[config.mk]
export PLATFORM = sky130hd
export DESIGN_NAME = mem_byte_sequencer
export DESIGN_NICKNAME = d
export VERILOG_FILES = /design/src/rtl/mem_byte_sequencer.sv
export SDC_FILE = /design/constraint.sdc
export NUM_CORES = 1
export LEC_CHECK = 0
export ABC_AREA = 1
export BUFFER_PORTS_ARGS = -buffer_cell sky130_fd_sc_hd__clkbuf_2
export CAP_MARGIN = 0
export CORE_MARGIN = 10
export CORE_UTILIZATION = 53
export DETAILED_ROUTE_END_ITERATION = 7
export PLACE_DENSITY = 0.81
export SLEW_MARGIN = 25
export SYNTH_ARGS = -nofsm -noshare
export SYNTH_HDL_FRONTEND = slang
export SYNTH_SLANG_ARGS = --single-unit
[constraint.sdc]
create_clock -name clk -period 2.37 [get_ports clk]
set_clock_uncertainty 0.2 [all_clocks]
set_input_delay 0.237 -clock clk [delete_from_list [all_inputs] [get_ports clk]]
set_output_delay 0.237 -clock clk [all_outputs]
set_load 0.05 [all_outputs]
[src/rtl/mem_byte_sequencer.sv]
// mem_byte_sequencer: turns one 32-bit word load/store into four big-endian
// byte beats on a byte-wide memory with combinational read data.
// Optional build macro MEM_BYTE_SEQUENCER_ALIGN_CHECK_EN rejects word
// accesses whose low two address bits are non-zero with rsp_err, without
// touching memory.
module mem_byte_sequencer #(
    parameter int unsigned ADDR_W = 5
) (
    input  logic              clk,
    input  logic              rst_n,
    input  logic              req_valid,
    output logic              req_ready,
    input  logic              req_write,
    input  logic [31:0]       req_addr,
    input  logic [31:0]       req_wdata,
    output logic              rsp_valid,
    input  logic              rsp_ready,
    output logic [31:0]       rsp_rdata,
    output logic              rsp_err,
    output logic [ADDR_W-1:0] mem_addr,
    output logic              mem_we,
    output logic [7:0]        mem_wdata,
    input  logic [7:0]        mem_rdata
);

    localparam int unsigned DATA_W = 32;
    localparam int unsigned BYTE_W = 8;
    localparam int unsigned CNT_W  = 2;
    localparam logic [CNT_W-1:0] LAST_BEAT = CNT_W'(3);

    typedef enum logic [1:0] {
        IDLE = 2'd0,
        XFER = 2'd1,
        RESP = 2'd2
    } state_t;

    // Big-endian lane k of a word: k=0 is bits [31:24].
    function automatic logic [BYTE_W-1:0] byte_of(input logic [DATA_W-1:0] d,
                                                  input logic [CNT_W-1:0]  k);
        byte_of = d[31:24];
        case (k)
            2'd0: byte_of = d[31:24];
            2'd1: byte_of = d[23:16];
            2'd2: byte_of = d[15:8];
            2'd3: byte_of = d[7:0];
            default: byte_of = d[31:24];
        endcase
    endfunction

    // Replace big-endian lane k of a word with byte b.
    function automatic logic [DATA_W-1:0] put_byte(input logic [DATA_W-1:0] d,
                                                   input logic [CNT_W-1:0]  k,
                                                   input logic [BYTE_W-1:0] b);
        put_byte = d;
        case (k)
            2'd0: put_byte[31:24] = b;
            2'd1: put_byte[23:16] = b;
            2'd2: put_byte[15:8]  = b;
            2'd3: put_byte[7:0]   = b;
            default: put_byte = d;
        endcase
    endfunction

    state_t              r_state;
    state_t              w_state_nxt;
    logic [CNT_W-1:0]    r_cnt;
    logic [CNT_W-1:0]    w_cnt_nxt;
    logic [CNT_W-1:0]    w_cnt_inc;
    logic                r_write;
    logic                w_write_nxt;
    logic [ADDR_W-1:0]   r_base;
    logic [ADDR_W-1:0]   w_base_nxt;
    logic [DATA_W-1:0]   r_wdata;
    logic [DATA_W-1:0]   w_wdata_nxt;
    logic [DATA_W-1:0]   r_rdata;
    logic [DATA_W-1:0]   w_rdata_nxt;
    logic                r_req_ready;
    logic                w_req_ready_nxt;
    logic                r_rsp_valid;
    logic                w_rsp_valid_nxt;
    logic [DATA_W-1:0]   r_rsp_rdata;
    logic [DATA_W-1:0]   w_rsp_rdata_nxt;
    logic [ADDR_W-1:0]   r_mem_addr;
    logic [ADDR_W-1:0]   w_mem_addr_nxt;
    logic                r_mem_we;
    logic                w_mem_we_nxt;
    logic [BYTE_W-1:0]   r_mem_wdata;
    logic [BYTE_W-1:0]   w_mem_wdata_nxt;
    logic                w_accept;
    logic                w_unused_addr;
`ifdef MEM_BYTE_SEQUENCER_ALIGN_CHECK_EN
    logic                r_rsp_err;
    logic                w_rsp_err_nxt;
`endif

    // Upper request address bits lie outside the attached memory.
    assign w_unused_addr = ^req_addr[31:ADDR_W];

    assign w_accept  = (r_state == IDLE) && req_valid && r_req_ready;
    assign w_cnt_inc = r_cnt + CNT_W'(1);

    // State register.
    always_ff @(posedge clk or negedge rst_n) begin
        if (!rst_n) begin
            r_state <= IDLE;
        end else begin
            r_state <= w_state_nxt;
        end
    end

    // Next state plus next values of every registered output and latch.
    always_comb begin
        w_state_nxt     = r_state;
        w_cnt_nxt       = r_cnt;
        w_write_nxt     = r_write;
        w_base_nxt      = r_base;
        w_wdata_nxt     = r_wdata;
        w_rdata_nxt     = r_rdata;
        w_req_ready_nxt = 1'b0;
        w_rsp_valid_nxt = 1'b0;
        w_rsp_rdata_nxt = '0;
        w_mem_addr_nxt  = '0;
        w_mem_we_nxt    = 1'b0;
        w_mem_wdata_nxt = '0;
`ifdef MEM_BYTE_SEQUENCER_ALIGN_CHECK_EN
        w_rsp_err_nxt   = 1'b0;
`endif
        case (r_state)
            IDLE: begin
                w_req_ready_nxt = 1'b1;
                if (w_accept) begin
                    w_req_ready_nxt = 1'b0;
                    w_write_nxt     = req_write;
                    w_base_nxt      = req_addr[ADDR_W-1:0];
                    w_wdata_nxt     = req_wdata;
                    w_cnt_nxt       = '0;
                    w_rdata_nxt     = '0;
`ifdef MEM_BYTE_SEQUENCER_ALIGN_CHECK_EN
                    if (req_addr[1:0] != 2'b00) begin
                        w_state_nxt     = RESP;
                        w_rsp_valid_nxt = 1'b1;
                        w_rsp_err_nxt   = 1'b1;
                    end else begin
                        w_state_nxt     = XFER;
                        w_mem_addr_nxt  = req_addr[ADDR_W-1:0];
                        w_mem_we_nxt    = req_write;
                        w_mem_wdata_nxt = req_write ? req_wdata[31:24] : '0;
                    end
`else
                    w_state_nxt     = XFER;
                    w_mem_addr_nxt  = req_addr[ADDR_W-1:0];
                    w_mem_we_nxt    = req_write;
                    w_mem_wdata_nxt = req_write ? req_wdata[31:24] : '0;
`endif
                end
            end
            XFER: begin
                if (!r_write) begin
                    w_rdata_nxt = put_byte(r_rdata, r_cnt, mem_rdata);
                end
                if (r_cnt == LAST_BEAT) begin
                    w_state_nxt     = RESP;
                    w_rsp_valid_nxt = 1'b1;
                    w_rsp_rdata_nxt = r_write ? '0 : w_rdata_nxt;
                end else begin
                    w_cnt_nxt       = w_cnt_inc;
                    w_mem_addr_nxt  = r_base + ADDR_W'(w_cnt_inc);
                    w_mem_we_nxt    = r_write;
                    w_mem_wdata_nxt = r_write ? byte_of(r_wdata, w_cnt_inc) : '0;
                end
            end
            RESP: begin
                w_rsp_valid_nxt = 1'b1;
                w_rsp_rdata_nxt = r_rsp_rdata;
`ifdef MEM_BYTE_SEQUENCER_ALIGN_CHECK_EN
                w_rsp_err_nxt   = r_rsp_err;
`endif
                if (rsp_ready) begin
                    w_state_nxt     = IDLE;
                    w_rsp_valid_nxt = 1'b0;
                    w_rsp_rdata_nxt = '0;
                    w_req_ready_nxt = 1'b1;
`ifdef MEM_BYTE_SEQUENCER_ALIGN_CHECK_EN
                    w_rsp_err_nxt   = 1'b0;
`endif
                end
            end
            default: begin
                w_state_nxt = IDLE;
            end
        endcase
    end

    // Access latches and registered outputs; reset aborts any access in flight.
    always_ff @(posedge clk or negedge rst_n) begin
        if (!rst_n) begin
            r_cnt       <= '0;
            r_write     <= 1'b0;
            r_base      <= '0;
            r_wdata     <= '0;
            r_rdata     <= '0;
            r_req_ready <= 1'b0;
            r_rsp_valid <= 1'b0;
            r_rsp_rdata <= '0;
            r_mem_addr  <= '0;
            r_mem_we    <= 1'b0;
            r_mem_wdata <= '0;
        end else begin
            r_cnt       <= w_cnt_nxt;
            r_write     <= w_write_nxt;
            r_base      <= w_base_nxt;
            r_wdata     <= w_wdata_nxt;
            r_rdata     <= w_rdata_nxt;
            r_req_ready <= w_req_ready_nxt;
            r_rsp_valid <= w_rsp_valid_nxt;
            r_rsp_rdata <= w_rsp_rdata_nxt;
            r_mem_addr  <= w_mem_addr_nxt;
            r_mem_we    <= w_mem_we_nxt;
            r_mem_wdata <= w_mem_wdata_nxt;
        end
    end

`ifdef MEM_BYTE_SEQUENCER_ALIGN_CHECK_EN
    // Misalignment flag register.
    always_ff @(posedge clk or negedge rst_n) begin
        if (!rst_n) begin
            r_rsp_err <= 1'b0;
        end else begin
            r_rsp_err <= w_rsp_err_nxt;
        end
    end

    assign rsp_err = r_rsp_err;
`else
    assign rsp_err = 1'b0;
`endif

    assign req_ready = r_req_ready;
    assign rsp_valid = r_rsp_valid;
    assign rsp_rdata = r_rsp_rdata;
    assign mem_addr  = r_mem_addr;
    assign mem_we    = r_mem_we;
    assign mem_wdata = r_mem_wdata;

endmodule

==> results.json <==
{
  "period_needed_ps": 2070,
  "finalSetupTns_ps": 0,
  "p_clk_frac": 0.354,
  "grt_max_degree": 48,
  "utilization": 0.733,
  "pwr-share-comb": 0.325,
  "antenna_found_initial": 0,
  "drtIter0Drc": 416,
  "cp_top_family": "simple AND/OR/NAND/NOR gates",
  "worst_slew_margin_rel": 0.665,
  "ys_ff_latch": 114,
  "post-cts-setup-buffer-count": 0,
  "criticalPathCategory": "reg2reg",
  "finalHoldViolations": 0,
  "fin_hold_ws_ps": 23.0,
  "drt_first_pass_iters": 5,
  "power_density_nw_per_um2": 1210,
  "fin_ws_ps": 299,
  "cp_max_fo": 10,
  "fin_nets": 903,
  "period_share": 0.874,
  "die_w_um": 120,
  "wl_per_cell_um": 15.8,
  "postSynthAreaPerCell_um2": 7.94,
  "drive_above_1_share": 0.184,
  "syn_area_um2": 5290,
  "syn_nets": 755,
  "crit_path_end_kind": "register",
  "yosys_warnings": 0,
  "crit_chain": "inv_1 -> ha_1 -> nand2_1 -> a21oi_1 -> nand3_1 -> nand2_1",
  "yosysUniqueCellTypes": 24,
  "cts_root_buf": "clkbuf_8",
  "path_common_cell": "nand2_1",
  "hpwl_um": 9580,
  "crit_end": "rsp_rdata[11]$_DFFE_PN0N_",
  "numCtsBuffers": 17,
  "maxCapViolations": 0,
  "ant_nets": 0,
  "grt_pass1_vias": 5274,
  "vias_per_cell": 5.26,
  "ir_worst_vdd_v": 0.000585,
  "r2r_cells": 6,
  "globalplace.congestion": 0.850,
  "start_util": 0.544,
  "status": "completed",
  "p_int_mw": 5.48,
  "ys_seq_area_frac": 0.539,
  "max_freq_ghz": 0.483,
  "detailedPlace.worstSlack_ps": 324,
  "reg2reg_from": "r_cnt[0]$_DFFE_PN0P_",
  "start_kind": "register",
  "cp.required_ps": 2630,
  "switching_share": 0.367,
  "cp.depth": 6,
  "remaining_drc_errors": 0,
  "routed_wl_um": 15200,
  "syn_to_final_growth_pct": 34.8,
  "r2r_slack_ps": 300,
  "cts_sinks": 114,
  "grt_pass1_wl_um": 25100,
  "clk_latency_ps": 520,
  "cts_tree": "yes",
  "cp_slowest_cell": "dfrtp_1",
  "slew_viol_final": 0,
  "hold_path.class": "in2async",
  "core_um2": 9730,
  "net-switching-power_mw": 3.18,
  "worst_slew_pin_slew_ps": 499,
  "seqPwrFrac": 0.321,
  "rsz0062_at_grt": "no",
  "finalSetupViolations": 0,
  "syn_inst": 666,
  "cts_max_level": 4,
  "crit_start": "r_cnt[0]$_DFFE_PN0P_",
  "num_io_pins": 126,
  "antenna_cells": 0,
  "rows": 36,
  "die_area_um2": 14400,
  "grt_overflow_total": 0,
  "die_h_um": 120,
  "portBuffers": 97,
  "p_leak_nw": 3.99,
  "cts.reportedPaths.clkPinSlew_ps": 60,
  "worstPathArrival_ps": 2330,
  "r2r_end": "rsp_rdata[11]$_DFFE_PN0N_",
  "totalPowerFinal_mw": 8.66,
  "critPathBufInv": 1,
  "critPathMaxStageDelay_ps": 440,
  "clk_path_buf_depth": 2,
  "num_vias": 5047,
  "track_usage": 0.216
}
[layer usage]
layer  track usage  routed length, µm
met5             0                  0
met4        0.0995                468
met3        0.0769               1160
met2         0.373               7760
met1         0.233               5790
[flip-flops by register name, indices dropped and copies added, names as in the netlist]
signal and count:
rsp_valid 1, rsp_rdata 32, r_rdata 24, r_write 1, r_state 2, req_ready 1, mem_wdata 8, mem_we 1
mem_addr 5, r_base 5, r_cnt 2, r_wdata 32
[worst min path at each step]
stage	start	to	slack [ps]	depth (start not counted)
2_1_floorplan	rst_n	mem_addr[0]$_DFF_PN0_	-260	0
3_3_place_gp	rst_n	rsp_rdata[9]$_DFFE_PN0N_	20	1
3_5_place_dp	rst_n	rsp_rdata[9]$_DFFE_PN0N_	20	1
4_1_cts	rst_n	rsp_rdata[9]$_DFFE_PN0N_	20	2
5_1_grt	rst_n	rsp_rdata[9]$_DFFE_PN0N_	40	2
6_report	rst_n	rsp_rdata[9]$_DFFE_PN0N_	20	2
[kinds of logic after synthesis]
| logic type | after synthesis | synth area share |
|---|---|---|
| other cells | 1 | 0.000709 |
| flops | 114 | 0.539 |
| simple gates | 424 | 0.332 |
| buf+inv | 85 | 0.0681 |
| fa+ha+maj | 12 | 0.0298 |
| compound gates | 29 | 0.0286 |
| xor+xnor | 1 | 0.00166 |
[synthesized netlist by cell type]
| library cell | number | area [µm²] |
|---|---|---|
| nor2_1 | 26 | 97.6 |
| nand4_1 | 30 | 188 |
| nand3_2 | 1 | 10.0 |
| nor2_2 | 2 | 12.5 |
| nand2_1 | 305 | 1140 |
| buf_4 | 5 | 37.5 |
| buf_1 | 2 | 7.51 |
| o21ai_0 | 8 | 40.0 |
| clkinv_1 | 2 | 7.51 |
| o21ai_1 | 2 | 10.0 |
| ha_1 | 11 | 138 |
| nand2_2 | 2 | 12.5 |
| a21oi_1 | 17 | 85.1 |
| conb_1 | 1 | 3.75 |
| clkbuf_1 | 7 | 26.3 |
| inv_1 | 48 | 180 |
| fa_1 | 1 | 20.0 |
| dfrtp_1 | 114 | 2850 |
| buf_2 | 18 | 90.1 |
| inv_2 | 3 | 11.3 |
| xor2_1 | 1 | 8.76 |
| nand3_1 | 58 | 290 |
| a21boi_0 | 1 | 7.51 |
| a21oi_2 | 1 | 8.76 |
[layout by cell type, fill, tap and decap left out]
| cell type | instances |
|---|---|
| clkbuf_2 | 96 |
| clkinv_2 | 2 |
| o21ai_0 | 8 |
| o21ai_1 | 2 |
| clkinv_1 | 2 |
| nand3_2 | 1 |
| nor2_1 | 26 |
| nand2_2 | 2 |
| fa_1 | 1 |
| dlygate4sd3_1 | 50 |
| inv_1 | 48 |
| nor2_2 | 2 |
| buf_12 | 2 |
| nand3_1 | 58 |
| dfrtp_1 | 114 |
| clkbuf_16 | 16 |
| inv_2 | 3 |
| a21oi_2 | 1 |
| a21boi_0 | 1 |
| conb_1 | 1 |
| clkbuf_8 | 7 |
| nand2_1 | 305 |
| a21oi_1 | 17 |
| nand4_1 | 30 |
| bufinv_16 | 7 |
| ha_1 | 11 |
| buf_4 | 13 |
| xor2_1 | 1 |
[area by class of cell]
| class | instances | area [µm²] |
|---|---|---|
| Sequential cell | 114 | 2850 |
| Clock buffer | 23 | 497 |
| Fill cell | 716 | 2600 |
| Inverter | 53 | 199 |
| Multi-Input combinational cell | 467 | 2080 |
| Tap cell | 133 | 166 |
| Timing Repair Buffer | 161 | 1120 |
| Clock inverter | 9 | 220 |
[worst reg2reg max path, delay by kind of cell, from the launching register on]
family          cells  cell delay, ps
simple gates        3             510
flops               1             440
fa+ha+maj           1             430
compound gates      1             280
buf+inv             1             160
[stage by stage]
step           std cells  cell area, µm²
6_report             960            7130
5_1_grt              960            7130
4_1_cts              960            7130
3_5_place_dp         878            5910
3_3_place_gp         878            5910
2_1_floorplan        666            5290
[power by group through the flow]
stage / logic (mW) / clock network (mW) / registers [mW]
after floorplan: 1.71 / 0 / 3.03
after global placement: 2.55 / 0 / 2.75
after detailed placement: 2.66 / 0 / 2.78
after CTS: 2.79 / 3.09 / 2.76
after global routing: 3.13 / 3.17 / 2.83
final: 2.81 / 3.07 / 2.78
[what timing repair did]
item / 4_1_cts / 5_1_grt
hold buffers: 50 / 0
gates resized for setup: 0 / 0
hold endpoints to repair: 201 / 0
Power figures use the tool's default switching activity.
